[config.mk]
export PLATFORM = sky130hd
export DESIGN_NAME = imem_port_arbiter_flat
export DESIGN_NICKNAME = d
export VERILOG_FILES = /design/src/rtl/imem_port_arbiter_if.sv /design/src/rtl/imem_port_arbiter.sv /design/src/flat_wrapper.sv
export SDC_FILE = /design/constraint.sdc
export NUM_CORES = 1
export LEC_CHECK = 0
export CORE_ASPECT_RATIO = 1.25
export CORE_MARGIN = 1.5
export CORE_UTILIZATION = 43
export CTS_BUF_LIST = sky130_fd_sc_hd__clkbuf_2
export DETAILED_ROUTE_END_ITERATION = 12
export PLACE_DENSITY = 0.89
export SLEW_MARGIN = 10
export SYNTH_ARGS = -nofsm -noshare
export SYNTH_HDL_FRONTEND = slang
export SYNTH_SLANG_ARGS = --single-unit
[constraint.sdc]
create_clock -name clk_i -period 2.3 [get_ports clk_i]
set_input_delay 0.69 -clock clk_i [delete_from_list [all_inputs] [get_ports clk_i]]
set_output_delay 0.69 -clock clk_i [all_outputs]
set_load 0.02 [all_outputs]
[src/rtl/imem_port_arbiter_if.sv]
`default_nettype none
// ============================================================================
//  Module   : imem_port_arbiter_if
//  Purpose  : Bundles the fetch, load/store and memory-side handshakes of the
//             shared instruction/data memory port arbiter.
//  Modports : slave  - arbiter view (requests and memory responses in,
//                      grants, responses and memory request out)
//             master - environment view (pipeline steps plus memory model)
//  Signals  : fetch_*  fetch read channel
//             lsu_*    load/store channel
//             mem_*    single shared memory port
//             busy_o, timeout_o  status
//  Revision : 1.0  initial release
// ============================================================================
interface imem_port_arbiter_if #(
    parameter int ADDR_W = 32,
    parameter int DATA_W = 32
);
    // Fetch channel
    logic                  fetch_req_i;
    logic [ADDR_W-1:0]     fetch_addr_i;
    logic                  fetch_gnt_o;
    logic                  fetch_valid_o;
    logic [DATA_W-1:0]     fetch_data_o;

    // Load/store channel
    logic                  lsu_req_i;
    logic                  lsu_we_i;
    logic [ADDR_W-1:0]     lsu_addr_i;
    logic [DATA_W-1:0]     lsu_wdata_i;
    logic [DATA_W/8-1:0]   lsu_wstrb_i;
    logic                  lsu_gnt_o;
    logic                  lsu_valid_o;
    logic [DATA_W-1:0]     lsu_rdata_o;

    // Memory port
    logic                  mem_req_o;
    logic                  mem_we_o;
    logic [ADDR_W-1:0]     mem_addr_o;
    logic [DATA_W-1:0]     mem_wdata_o;
    logic [DATA_W/8-1:0]   mem_wstrb_o;
    logic                  mem_ready_i;
    logic [DATA_W-1:0]     mem_rdata_i;

    // Status
    logic                  busy_o;
    logic                  timeout_o;

    modport slave (
        input  fetch_req_i, fetch_addr_i,
        output fetch_gnt_o, fetch_valid_o, fetch_data_o,
        input  lsu_req_i, lsu_we_i, lsu_addr_i, lsu_wdata_i, lsu_wstrb_i,
        output lsu_gnt_o, lsu_valid_o, lsu_rdata_o,
        output mem_req_o, mem_we_o, mem_addr_o, mem_wdata_o, mem_wstrb_o,
        input  mem_ready_i, mem_rdata_i,
        output busy_o, timeout_o
    );

    modport master (
        output fetch_req_i, fetch_addr_i,
        input  fetch_gnt_o, fetch_valid_o, fetch_data_o,
        output lsu_req_i, lsu_we_i, lsu_addr_i, lsu_wdata_i, lsu_wstrb_i,
        input  lsu_gnt_o, lsu_valid_o, lsu_rdata_o,
        input  mem_req_o, mem_we_o, mem_addr_o, mem_wdata_o, mem_wstrb_o,
        output mem_ready_i, mem_rdata_i,
        input  busy_o, timeout_o
    );
endinterface
`default_nettype wire

[src/rtl/imem_port_arbiter.sv]
`default_nettype none
// ============================================================================
//  Module   : imem_port_arbiter
//  Purpose  : Shares one 32-bit memory port between the fetch step and the
//             load/store unit. One owner at a time; the memory request is
//             held until mem_ready_i, then a registered response is returned
//             to the owner. Fetch is protected against starvation and every
//             transaction is aborted after TIMEOUT wait cycles without ready.
//  Ports    : clk_i  clock
//             rst_i  asynchronous active-low reset
//             bus    imem_port_arbiter_if.slave (fetch, lsu, mem, status)
//  Revision : 1.0  initial release
// ============================================================================
module imem_port_arbiter #(
    parameter int ADDR_W   = 32,
    parameter int DATA_W   = 32,
    parameter int MAX_WAIT = 4,
    parameter int TIMEOUT  = 255
) (
    input  wire logic          clk_i,
    input  wire logic          rst_i,
    imem_port_arbiter_if.slave bus
);
    localparam int c_strb_w   = DATA_W / 8;
    localparam int c_starve_w = $clog2(MAX_WAIT + 1);
    localparam int c_tmo_w    = $clog2(TIMEOUT + 1);

    localparam logic [c_starve_w-1:0] c_starve_sat = c_starve_w'(MAX_WAIT);
    // The abort fires on the edge that would bring the count to TIMEOUT.
    localparam logic [c_tmo_w-1:0]    c_tmo_last   = c_tmo_w'(TIMEOUT - 1);

    typedef enum logic [1:0] {
        ST_IDLE       = 2'd0,
        ST_FETCH_WAIT = 2'd1,
        ST_LSU_WAIT   = 2'd2
    } state_t;

    state_t                r_state,       w_state_nxt;
    logic [c_starve_w-1:0] r_starve_cnt,  w_starve_cnt;
    logic [c_tmo_w-1:0]    r_tmo_cnt,     w_tmo_cnt;
    logic                  r_fetch_gnt,   w_fetch_gnt;
    logic                  r_lsu_gnt,     w_lsu_gnt;
    logic                  r_fetch_valid, w_fetch_valid;
    logic                  r_lsu_valid,   w_lsu_valid;
    logic                  r_timeout,     w_timeout;
    logic [DATA_W-1:0]     r_fetch_data,  w_fetch_data;
    logic [DATA_W-1:0]     r_lsu_rdata,   w_lsu_rdata;
    logic                  r_mem_req,     w_mem_req;
    logic                  r_mem_we,      w_mem_we;
    logic [ADDR_W-1:0]     r_mem_addr,    w_mem_addr;
    logic [DATA_W-1:0]     r_mem_wdata,   w_mem_wdata;
    logic [c_strb_w-1:0]   r_mem_wstrb,   w_mem_wstrb;

    logic w_fetch_win;
    logic w_lsu_win;

    // LSU has priority on contention until fetch has waited MAX_WAIT edges.
    assign w_fetch_win = (r_state == ST_IDLE) && bus.fetch_req_i &&
                         (!bus.lsu_req_i || (r_starve_cnt >= c_starve_sat));
    assign w_lsu_win   = (r_state == ST_IDLE) && bus.lsu_req_i && !w_fetch_win;

    // Starvation counter tracks every edge a pending fetch is passed over,
    // including edges spent while the port is busy with someone else.
    always_comb begin
        w_starve_cnt = r_starve_cnt;
        if (!bus.fetch_req_i || w_fetch_win) begin
            w_starve_cnt = '0;
        end else if (r_starve_cnt < c_starve_sat) begin
            w_starve_cnt = r_starve_cnt + 1'b1;
        end
    end

    always_comb begin
        w_state_nxt   = r_state;
        w_tmo_cnt     = r_tmo_cnt;
        w_fetch_gnt   = 1'b0;
        w_lsu_gnt     = 1'b0;
        w_fetch_valid = 1'b0;
        w_lsu_valid   = 1'b0;
        w_timeout     = 1'b0;
        w_fetch_data  = r_fetch_data;
        w_lsu_rdata   = r_lsu_rdata;
        w_mem_req     = r_mem_req;
        w_mem_we      = r_mem_we;
        w_mem_addr    = r_mem_addr;
        w_mem_wdata   = r_mem_wdata;
        w_mem_wstrb   = r_mem_wstrb;

        case (r_state)
            ST_IDLE: begin
                if (w_fetch_win) begin
                    w_state_nxt = ST_FETCH_WAIT;
                    w_fetch_gnt = 1'b1;
                    w_mem_req   = 1'b1;
                    w_mem_we    = 1'b0;
                    w_mem_addr  = bus.fetch_addr_i;
                    w_mem_wdata = '0;
                    w_mem_wstrb = '0;
                    w_tmo_cnt   = '0;
                end else if (w_lsu_win) begin
                    w_state_nxt = ST_LSU_WAIT;
                    w_lsu_gnt   = 1'b1;
                    w_mem_req   = 1'b1;
                    w_mem_we    = bus.lsu_we_i;
                    w_mem_addr  = bus.lsu_addr_i;
                    w_mem_wdata = bus.lsu_wdata_i;
                    // Reads never drive strobes onto the memory port.
                    w_mem_wstrb = bus.lsu_we_i ? bus.lsu_wstrb_i : '0;
                    w_tmo_cnt   = '0;
                end
            end

            ST_FETCH_WAIT, ST_LSU_WAIT: begin
                // Ready takes priority over a timeout landing on the same edge.
                if (bus.mem_ready_i) begin
                    if (r_state == ST_FETCH_WAIT) begin
                        w_fetch_valid = 1'b1;
                        w_fetch_data  = bus.mem_rdata_i;
                    end else begin
                        w_lsu_valid   = 1'b1;
                        w_lsu_rdata   = r_mem_we ? '0 : bus.mem_rdata_i;
                    end
                    w_mem_req   = 1'b0;
                    w_state_nxt = ST_IDLE;
                end else if (r_tmo_cnt == c_tmo_last) begin
                    if (r_state == ST_FETCH_WAIT) begin
                        w_fetch_valid = 1'b1;
                        w_fetch_data  = '0;
                    end else begin
                        w_lsu_valid   = 1'b1;
                        w_lsu_rdata   = '0;
                    end
                    w_timeout   = 1'b1;
                    w_mem_req   = 1'b0;
                    w_state_nxt = ST_IDLE;
                end else begin
                    w_tmo_cnt = r_tmo_cnt + 1'b1;
                end
            end

            default: begin
                w_state_nxt = ST_IDLE;
                w_mem_req   = 1'b0;
            end
        endcase
    end

    always_ff @(posedge clk_i or negedge rst_i) begin
        if (!rst_i) begin
            r_state       <= ST_IDLE;
            r_starve_cnt  <= '0;
            r_tmo_cnt     <= '0;
            r_fetch_gnt   <= 1'b0;
            r_lsu_gnt     <= 1'b0;
            r_fetch_valid <= 1'b0;
            r_lsu_valid   <= 1'b0;
            r_timeout     <= 1'b0;
            r_fetch_data  <= '0;
            r_lsu_rdata   <= '0;
            r_mem_req     <= 1'b0;
            r_mem_we      <= 1'b0;
            r_mem_addr    <= '0;
            r_mem_wdata   <= '0;
            r_mem_wstrb   <= '0;
        end else begin
            r_state       <= w_state_nxt;
            r_starve_cnt  <= w_starve_cnt;
            r_tmo_cnt     <= w_tmo_cnt;
            r_fetch_gnt   <= w_fetch_gnt;
            r_lsu_gnt     <= w_lsu_gnt;
            r_fetch_valid <= w_fetch_valid;
            r_lsu_valid   <= w_lsu_valid;
            r_timeout     <= w_timeout;
            r_fetch_data  <= w_fetch_data;
            r_lsu_rdata   <= w_lsu_rdata;
            r_mem_req     <= w_mem_req;
            r_mem_we      <= w_mem_we;
            r_mem_addr    <= w_mem_addr;
            r_mem_wdata   <= w_mem_wdata;
            r_mem_wstrb   <= w_mem_wstrb;
        end
    end

    assign bus.fetch_gnt_o   = r_fetch_gnt;
    assign bus.fetch_valid_o = r_fetch_valid;
    assign bus.fetch_data_o  = r_fetch_data;
    assign bus.lsu_gnt_o     = r_lsu_gnt;
    assign bus.lsu_valid_o   = r_lsu_valid;
    assign bus.lsu_rdata_o   = r_lsu_rdata;
    assign bus.mem_req_o     = r_mem_req;
    assign bus.mem_we_o      = r_mem_we;
    assign bus.mem_addr_o    = r_mem_addr;
    assign bus.mem_wdata_o   = r_mem_wdata;
    assign bus.mem_wstrb_o   = r_mem_wstrb;
    assign bus.busy_o        = (r_state != ST_IDLE);
    assign bus.timeout_o     = r_timeout;

endmodule
`default_nettype wire

[src/flat_wrapper.sv]
// flat-port wrapper written by rule: the top's interface ports become plain ports
module imem_port_arbiter_flat 
#(
    parameter int ADDR_W   = 32,
    parameter int DATA_W   = 32,
    parameter int MAX_WAIT = 4,
    parameter int TIMEOUT  = 255
)
  (clk_i, rst_i, bus_fetch_req_i, bus_fetch_addr_i, bus_fetch_gnt_o, bus_fetch_valid_o, bus_fetch_data_o, bus_lsu_req_i, bus_lsu_we_i, bus_lsu_addr_i, bus_lsu_wdata_i, bus_lsu_wstrb_i, bus_lsu_gnt_o, bus_lsu_valid_o, bus_lsu_rdata_o, bus_mem_req_o, bus_mem_we_o, bus_mem_addr_o, bus_mem_wdata_o, bus_mem_wstrb_o, bus_mem_ready_i, bus_mem_rdata_i, bus_busy_o, bus_timeout_o);
  imem_port_arbiter_if #(.ADDR_W(ADDR_W), .DATA_W(DATA_W)) bus_i ();
  input  wire logic clk_i;
  input  wire logic rst_i;
  input wire logic [$bits(bus_i.fetch_req_i)-1:0] bus_fetch_req_i;
  input wire logic [$bits(bus_i.fetch_addr_i)-1:0] bus_fetch_addr_i;
  output wire logic [$bits(bus_i.fetch_gnt_o)-1:0] bus_fetch_gnt_o;
  output wire logic [$bits(bus_i.fetch_valid_o)-1:0] bus_fetch_valid_o;
  output wire logic [$bits(bus_i.fetch_data_o)-1:0] bus_fetch_data_o;
  input wire logic [$bits(bus_i.lsu_req_i)-1:0] bus_lsu_req_i;
  input wire logic [$bits(bus_i.lsu_we_i)-1:0] bus_lsu_we_i;
  input wire logic [$bits(bus_i.lsu_addr_i)-1:0] bus_lsu_addr_i;
  input wire logic [$bits(bus_i.lsu_wdata_i)-1:0] bus_lsu_wdata_i;
  input wire logic [$bits(bus_i.lsu_wstrb_i)-1:0] bus_lsu_wstrb_i;
  output wire logic [$bits(bus_i.lsu_gnt_o)-1:0] bus_lsu_gnt_o;
  output wire logic [$bits(bus_i.lsu_valid_o)-1:0] bus_lsu_valid_o;
  output wire logic [$bits(bus_i.lsu_rdata_o)-1:0] bus_lsu_rdata_o;
  output wire logic [$bits(bus_i.mem_req_o)-1:0] bus_mem_req_o;
  output wire logic [$bits(bus_i.mem_we_o)-1:0] bus_mem_we_o;
  output wire logic [$bits(bus_i.mem_addr_o)-1:0] bus_mem_addr_o;
  output wire logic [$bits(bus_i.mem_wdata_o)-1:0] bus_mem_wdata_o;
  output wire logic [$bits(bus_i.mem_wstrb_o)-1:0] bus_mem_wstrb_o;
  input wire logic [$bits(bus_i.mem_ready_i)-1:0] bus_mem_ready_i;
  input wire logic [$bits(bus_i.mem_rdata_i)-1:0] bus_mem_rdata_i;
  output wire logic [$bits(bus_i.busy_o)-1:0] bus_busy_o;
  output wire logic [$bits(bus_i.timeout_o)-1:0] bus_timeout_o;
  assign bus_i.fetch_req_i = bus_fetch_req_i;
  assign bus_i.fetch_addr_i = bus_fetch_addr_i;
  assign bus_fetch_gnt_o = bus_i.fetch_gnt_o;
  assign bus_fetch_valid_o = bus_i.fetch_valid_o;
  assign bus_fetch_data_o = bus_i.fetch_data_o;
  assign bus_i.lsu_req_i = bus_lsu_req_i;
  assign bus_i.lsu_we_i = bus_lsu_we_i;
  assign bus_i.lsu_addr_i = bus_lsu_addr_i;
  assign bus_i.lsu_wdata_i = bus_lsu_wdata_i;
  assign bus_i.lsu_wstrb_i = bus_lsu_wstrb_i;
  assign bus_lsu_gnt_o = bus_i.lsu_gnt_o;
  assign bus_lsu_valid_o = bus_i.lsu_valid_o;
  assign bus_lsu_rdata_o = bus_i.lsu_rdata_o;
  assign bus_mem_req_o = bus_i.mem_req_o;
  assign bus_mem_we_o = bus_i.mem_we_o;
  assign bus_mem_addr_o = bus_i.mem_addr_o;
  assign bus_mem_wdata_o = bus_i.mem_wdata_o;
  assign bus_mem_wstrb_o = bus_i.mem_wstrb_o;
  assign bus_i.mem_ready_i = bus_mem_ready_i;
  assign bus_i.mem_rdata_i = bus_mem_rdata_i;
  assign bus_busy_o = bus_i.busy_o;
  assign bus_timeout_o = bus_i.timeout_o;
  imem_port_arbiter #(.ADDR_W(ADDR_W), .DATA_W(DATA_W), .MAX_WAIT(MAX_WAIT), .TIMEOUT(TIMEOUT)) u_core (.clk_i(clk_i), .rst_i(rst_i), .bus(bus_i));
endmodule
Word level (Yosys, flattened, before mapping) --
Index checks and enable logic that the tools add are counted.
Word-level totals: output and inout bits 140, input port bits 138, bits in registers 152
Cells by class: equality and inequality tests 7, muxes and demuxes 51, $lt $le $gt $ge 2, reductions and logical operators 21, bitwise logic cells 1, add/subtract/negate cells 2
Operators with widths (number):
- $mux W32 | 13
- $mux W8 | 4
- $mux W1 | 22
- $pmux W8 S2 | 1
- $mux W4 | 3
- $reduce_bool A2 Y1 | 5
- $add A8 B1 Y8 const B | 1
- $eq A8 B8 Y1 const B | 1
- $mux W2 | 4
- $mux W3 | 2
- $reduce_and A3 Y1 | 2
- $logic_and A1 B1 Y1 | 4
- $ne A2 B2 Y1 const B | 2
- $pmux W2 S2 | 1
- $reduce_and A2 Y1 | 2
- $reduce_and A4 Y1 | 1
- $add A3 B1 Y3 const B | 1
- $ge A3 B3 Y1 const B | 1
- $logic_not A1 Y1 | 3
- $lt A3 B3 Y1 const B | 1
- $ne A3 B1 Y1 const B | 1
- $ne A3 B2 Y1 const B | 1
- $eq A2 B1 Y1 const B | 1
- $eq A2 B2 Y1 const B | 1
- other kinds (5) | 6

Longest topological paths before layout --
Gate-level depths: netlist (run 1).
depth in word-level cells 8, depth in mapped cells 7, mapped depth without buffers 6

Worst setup path before layout (run 1) --
Ideal clock, no wire load.
path type reg-to-reg, start point register u_core.r_state[0], end point register u_core.r_state[0], arrival 1.608 ns, setup time 0.128 ns, slack 0.564 ns, stages on the path, launching flop included 8, path buffers 1, data required time 2.172 ns, cell sequence dfrtp_1 inv_1 ha_1 buf_2 nor2b_1 o21ai_1 nand2_1 mux2_1
On the way: word-level cells in the longest chain between the ends 7, elaborated cells between the ends (all ways) 14
Ends and longest elaborated chain:
- from (decl) | RTL line imem_port_arbiter.sv:38 | state_t r_state, w_state_nxt;
- from (signal assigned) | RTL line imem_port_arbiter.sv:166 | r_state <= w_state_nxt;
- $logic_not A2 Y1 | RTL line imem_port_arbiter.sv:58, imem_port_arbiter.sv:60, imem_port_arbiter.sv:89
- $logic_and A1 B1 Y1 (2 in a row) | RTL line imem_port_arbiter.sv:58 | assign w_fetch_win = (r_state == ST_IDLE) && bus.fetch_req_i &&
- $logic_not A1 Y1 | RTL line imem_port_arbiter.sv:60 | assign w_lsu_win = (r_state == ST_IDLE) && bus.lsu_req_i && !w_fetch_win;
- $logic_and A1 B1 Y1 | RTL line imem_port_arbiter.sv:60
- $ne A3 B1 Y1 (no source line)
- $reduce_and A2 Y1 (no source line)
Parallel ways exist; a longest one is shown, timed or not. A chain may end at the register's enable or synchronous reset.

Worst setup path in the final report (run 1) --
start point register u_core.r_state[1], end point output port bus_busy_o
On the way: word-level cells in the longest chain between the ends 1
Ends and longest elaborated chain:
- $reduce_bool A2 Y1 | RTL line imem_port_arbiter.sv:195 | assign bus.busy_o = (r_state != ST_IDLE);
- to (decl) | RTL line flat_wrapper.sv:33 | output wire logic [$bits(bus_i.busy_o)-1:0] bus_busy_o;
Every way passes these cells.

==> impl_metrics.csv, run 1 <==
group,metric,value,unit
run_status,status,"finished, final reports clean",
finish,fin_cells,963,
route,drtAntennaViolNets,0,
place,numPortBuffers,277,
synth,synth_area,5993,um^2
min_path,hp-class,"in -> async",
synth,synth-seq-cells,152,
place,placedCellCount,927,
grt,grt_first_pass_wirelength,27200,um
synth,synth_cells,494,
grt,grt_pass1_vias,5280,
timing,relSlewSlack,63.34,%
route,dr.pass1.iters,5,
synth,synth_fa_ha_area_share,1.044,%
pwr,ir_drop,745.9,uV
synth,synth_mux_area_share,0.5219,%
floorplanning,num_rows,48,
timing,period_needed,2.160,ns
pwr,power_density,1367,nW/um^2
clocking,clkSinkCount,152,
grt,grtUsageTotal,24.05,%
clocking,htreeDepth,4,
clocking,insertion_delay,0.65,ns
route,drtIter0Drc,361,
synth,avgSynthCellArea,12.13,um^2
place,hpwlAfterDp,12730,um
worst_setup_path,critPathKind,"reg -> out",
synth,synth_top_area_cell,"dfrtp_1",
timing,final_hold_viol_count,0,
timing,finalSetupTns,0,ns
synth,ys.flop_type,"dfrtp_1",
worst_setup_path,worstPathRequired,1.61,ns
timing,whs,0.4659,ns
synth,synth.distinct_cells,38,
clocking,cts_root_buf,"clkbuf_2",
clocking,numCtsBuffers,17,
timing,tightest_slew,0.5467,ns
synth,synth_top_family_by_area,"compound AO/OA/AOI/OAI gates",
floorplanning,die_w,108.6,um
grt,grt_max_degree,69,
clocking,cts_tree,"yes",
route,vias_per_cell,5.469,
floorplanning,coreArea,13690,um^2
synth,yosys_warnings,0,
run,maxCapViolCount,0,
route,drcViolationCount,0,
finish,fin_area,9260,um^2
synth,synth_top_area_share,63.47,%
floorplanning,io_pins,278,
synth,synth_fp_nets,637,
place,gp_congestion,0.7958,
finish,area.growth.synth_to_final,54.51,%
grt,antenna_found_initial,1,
floorplanning,dieArea,14660,um^2
route,wl_per_cell,18.19,um
synth,ys_seq_area_share,63.47,%
worst_setup_path,path_max_fanout,3,
worst_setup_path,crit_path_start_kind,"flip-flop",
pwr,leakagePower,0.004504,uW
finish,fill_cells,1008,
worst_setup_path,crit_arrival,1.47,ns
floorplanning,start_util,43.77,%
timing,worst_clock_skew,0.04669,ns
synth,synth-edff-count,0,
grt,grt_overflow,0,
clocking,clkTransAtPathRegs,0.25,ns
finish,regArea,3804,um^2
floorplanning,dieHeight,135.0,um
route,vias,5267,
pwr,design_power_total,12660,uW
timing,slew_violations,0,
place,placed_area,9097,um^2
finish,nNetsFinal,917,
synth,synth_compound_area_share,23.38,%
synth,yosysMostFrequentCell,"dfrtp_1",
finish,layout-drive-gt1-share,8.767,%
synth,synth-simple-area-share,7.411,%
synth,synthTopCellsByArea,"dfrtp_1, a22o_1, a21oi_1",
synth,yosys-top-cells-count,"dfrtp_1, a22o_1, nand2_1, nor2_1, a21oi_1",
timing,fin_crit_sh,93.93,%
timing,setup_viol,0,
clocking,clockBufferDepth,2,
finish,multiInputGateArea,1991,um^2
worst_setup_path,end_kind,"output port",
route,wl,17510,um
synth,synth_xor_area_share,0.1461,%
synth,async_flop_share,100.0,%
timing,fmax,462.9,MHz
-- path summary, 6_finish.rpt --
path	from	endpoint	slack [ns]	cells after the start
setup / recovery	u_core.r_state[1]	bus_busy_o	0.14	4
hold / removal	rst_i	u_core.bus.mem_addr_o[18]	0.47	2
setup reg to reg	u_core.r_state[1]	u_core.r_tmo_cnt[6]	0.36	7
hold reg to reg	u_core.bus.mem_addr_o[13]	u_core.bus.mem_addr_o[13]	0.51	2
max in group asynchronous	rst_i	u_core.bus.fetch_data_o[7]	1.15	3
min in group clk_i	u_core.bus.mem_addr_o[13]	u_core.bus.mem_addr_o[13]	0.51	2
-- cell usage in the layout (no fill, tap or decap), types with 5 or more instances in the layout --
cell type        count
a21oi_1             36
a22o_1              99
a31oi_1              5
buf_12              12
buf_4                8
clkbuf_2            18
clkdlybuf4s50_1    136
dfrtp_1            152
dlygate4sd2_1      136
inv_1                7
nand2_1             39
nor2_1              38
o21ai_0             20
o21ai_1             16
-- state kept, by name, indices dropped and copies added (netlist names), 2 cells and up --
| register | cells |
|---|---|
| u_core.bus.fetch_data_o | 32 |
| u_core.bus.mem_addr_o | 32 |
| u_core.bus.lsu_rdata_o | 32 |
| u_core.r_tmo_cnt | 8 |
| u_core.bus.mem_wstrb_o | 4 |
| u_core.bus.mem_wdata_o | 32 |
| u_core.r_starve_cnt | 3 |
| u_core.r_state | 2 |
-- layout make-up --
cell class | count | area share (%)
inverters | 10 | 0.4324
clock buffers | 17 | 0.9188
multi-input cells | 295 | 21.50
well taps | 175 | 2.365
repair buffers | 298 | 31.43
clock inverters | 15 | 2.256
flip-flops and latches | 152 | 41.08
diodes | 1 | 0.02702
-- repair_timing --
action / CTS / global route
hold endpoints to repair: 34 / 0
hold buffers: 1 / 0
resized for setup: 149 / 7
setup buffers: 0 / 2
setup endpoints to repair: 140 / 4
-- worst max-delay path, cell delays in order (launching register included) --
cell,delay (ns)
dfrtp_1,0.44
inv_2,0.09
ha_4,0.15
inv_4,0.05
buf_6,0.13
-- power by group --
group	switching, uW	internal [uW]
registers	736	3850
clock network	1050	652
logic	3620	2750
-- layer usage --
layer | track usage [%] | part of all wire [%] | vias to the layer above
met5 | 0 | 0 | -
met4 | 7.164 | 1.7 | 0
met3 | 6.660 | 8.7 | 23
met2 | 41.02 | 51 | 285
met1 | 29.58 | 39 | 2598
li1 | - | - | 2361
-- kinds of logic after synthesis --
kind of cell	after synthesis
adder cells (fa/ha/maj)	5
multiplexers	3
flip-flops	152
buffers and inverters	47
XOR/XNOR	1
AND/OR/NAND/NOR	95
AO/OA/AOI/OAI	191
-- metrics by stage --
stage / setup slack, ns / utilization, %
2_1_floorplan: 0.5644 / -
6_report: 0.1397 / 67.63
3_3_place_gp: 0.08084 / 66.44
5_1_grt: -0.006929 / 67.63
4_1_cts: -0.01927 / 67.43
3_5_place_dp: 0.02718 / 66.44
(Power assumes the default switching activity.)
==> inputs of run 2 (changes only) <==
CAP_MARGIN = 20   (was unset)
==> results of run 2 <==
Final layout, timing and power as in run 1 (identical DEF).
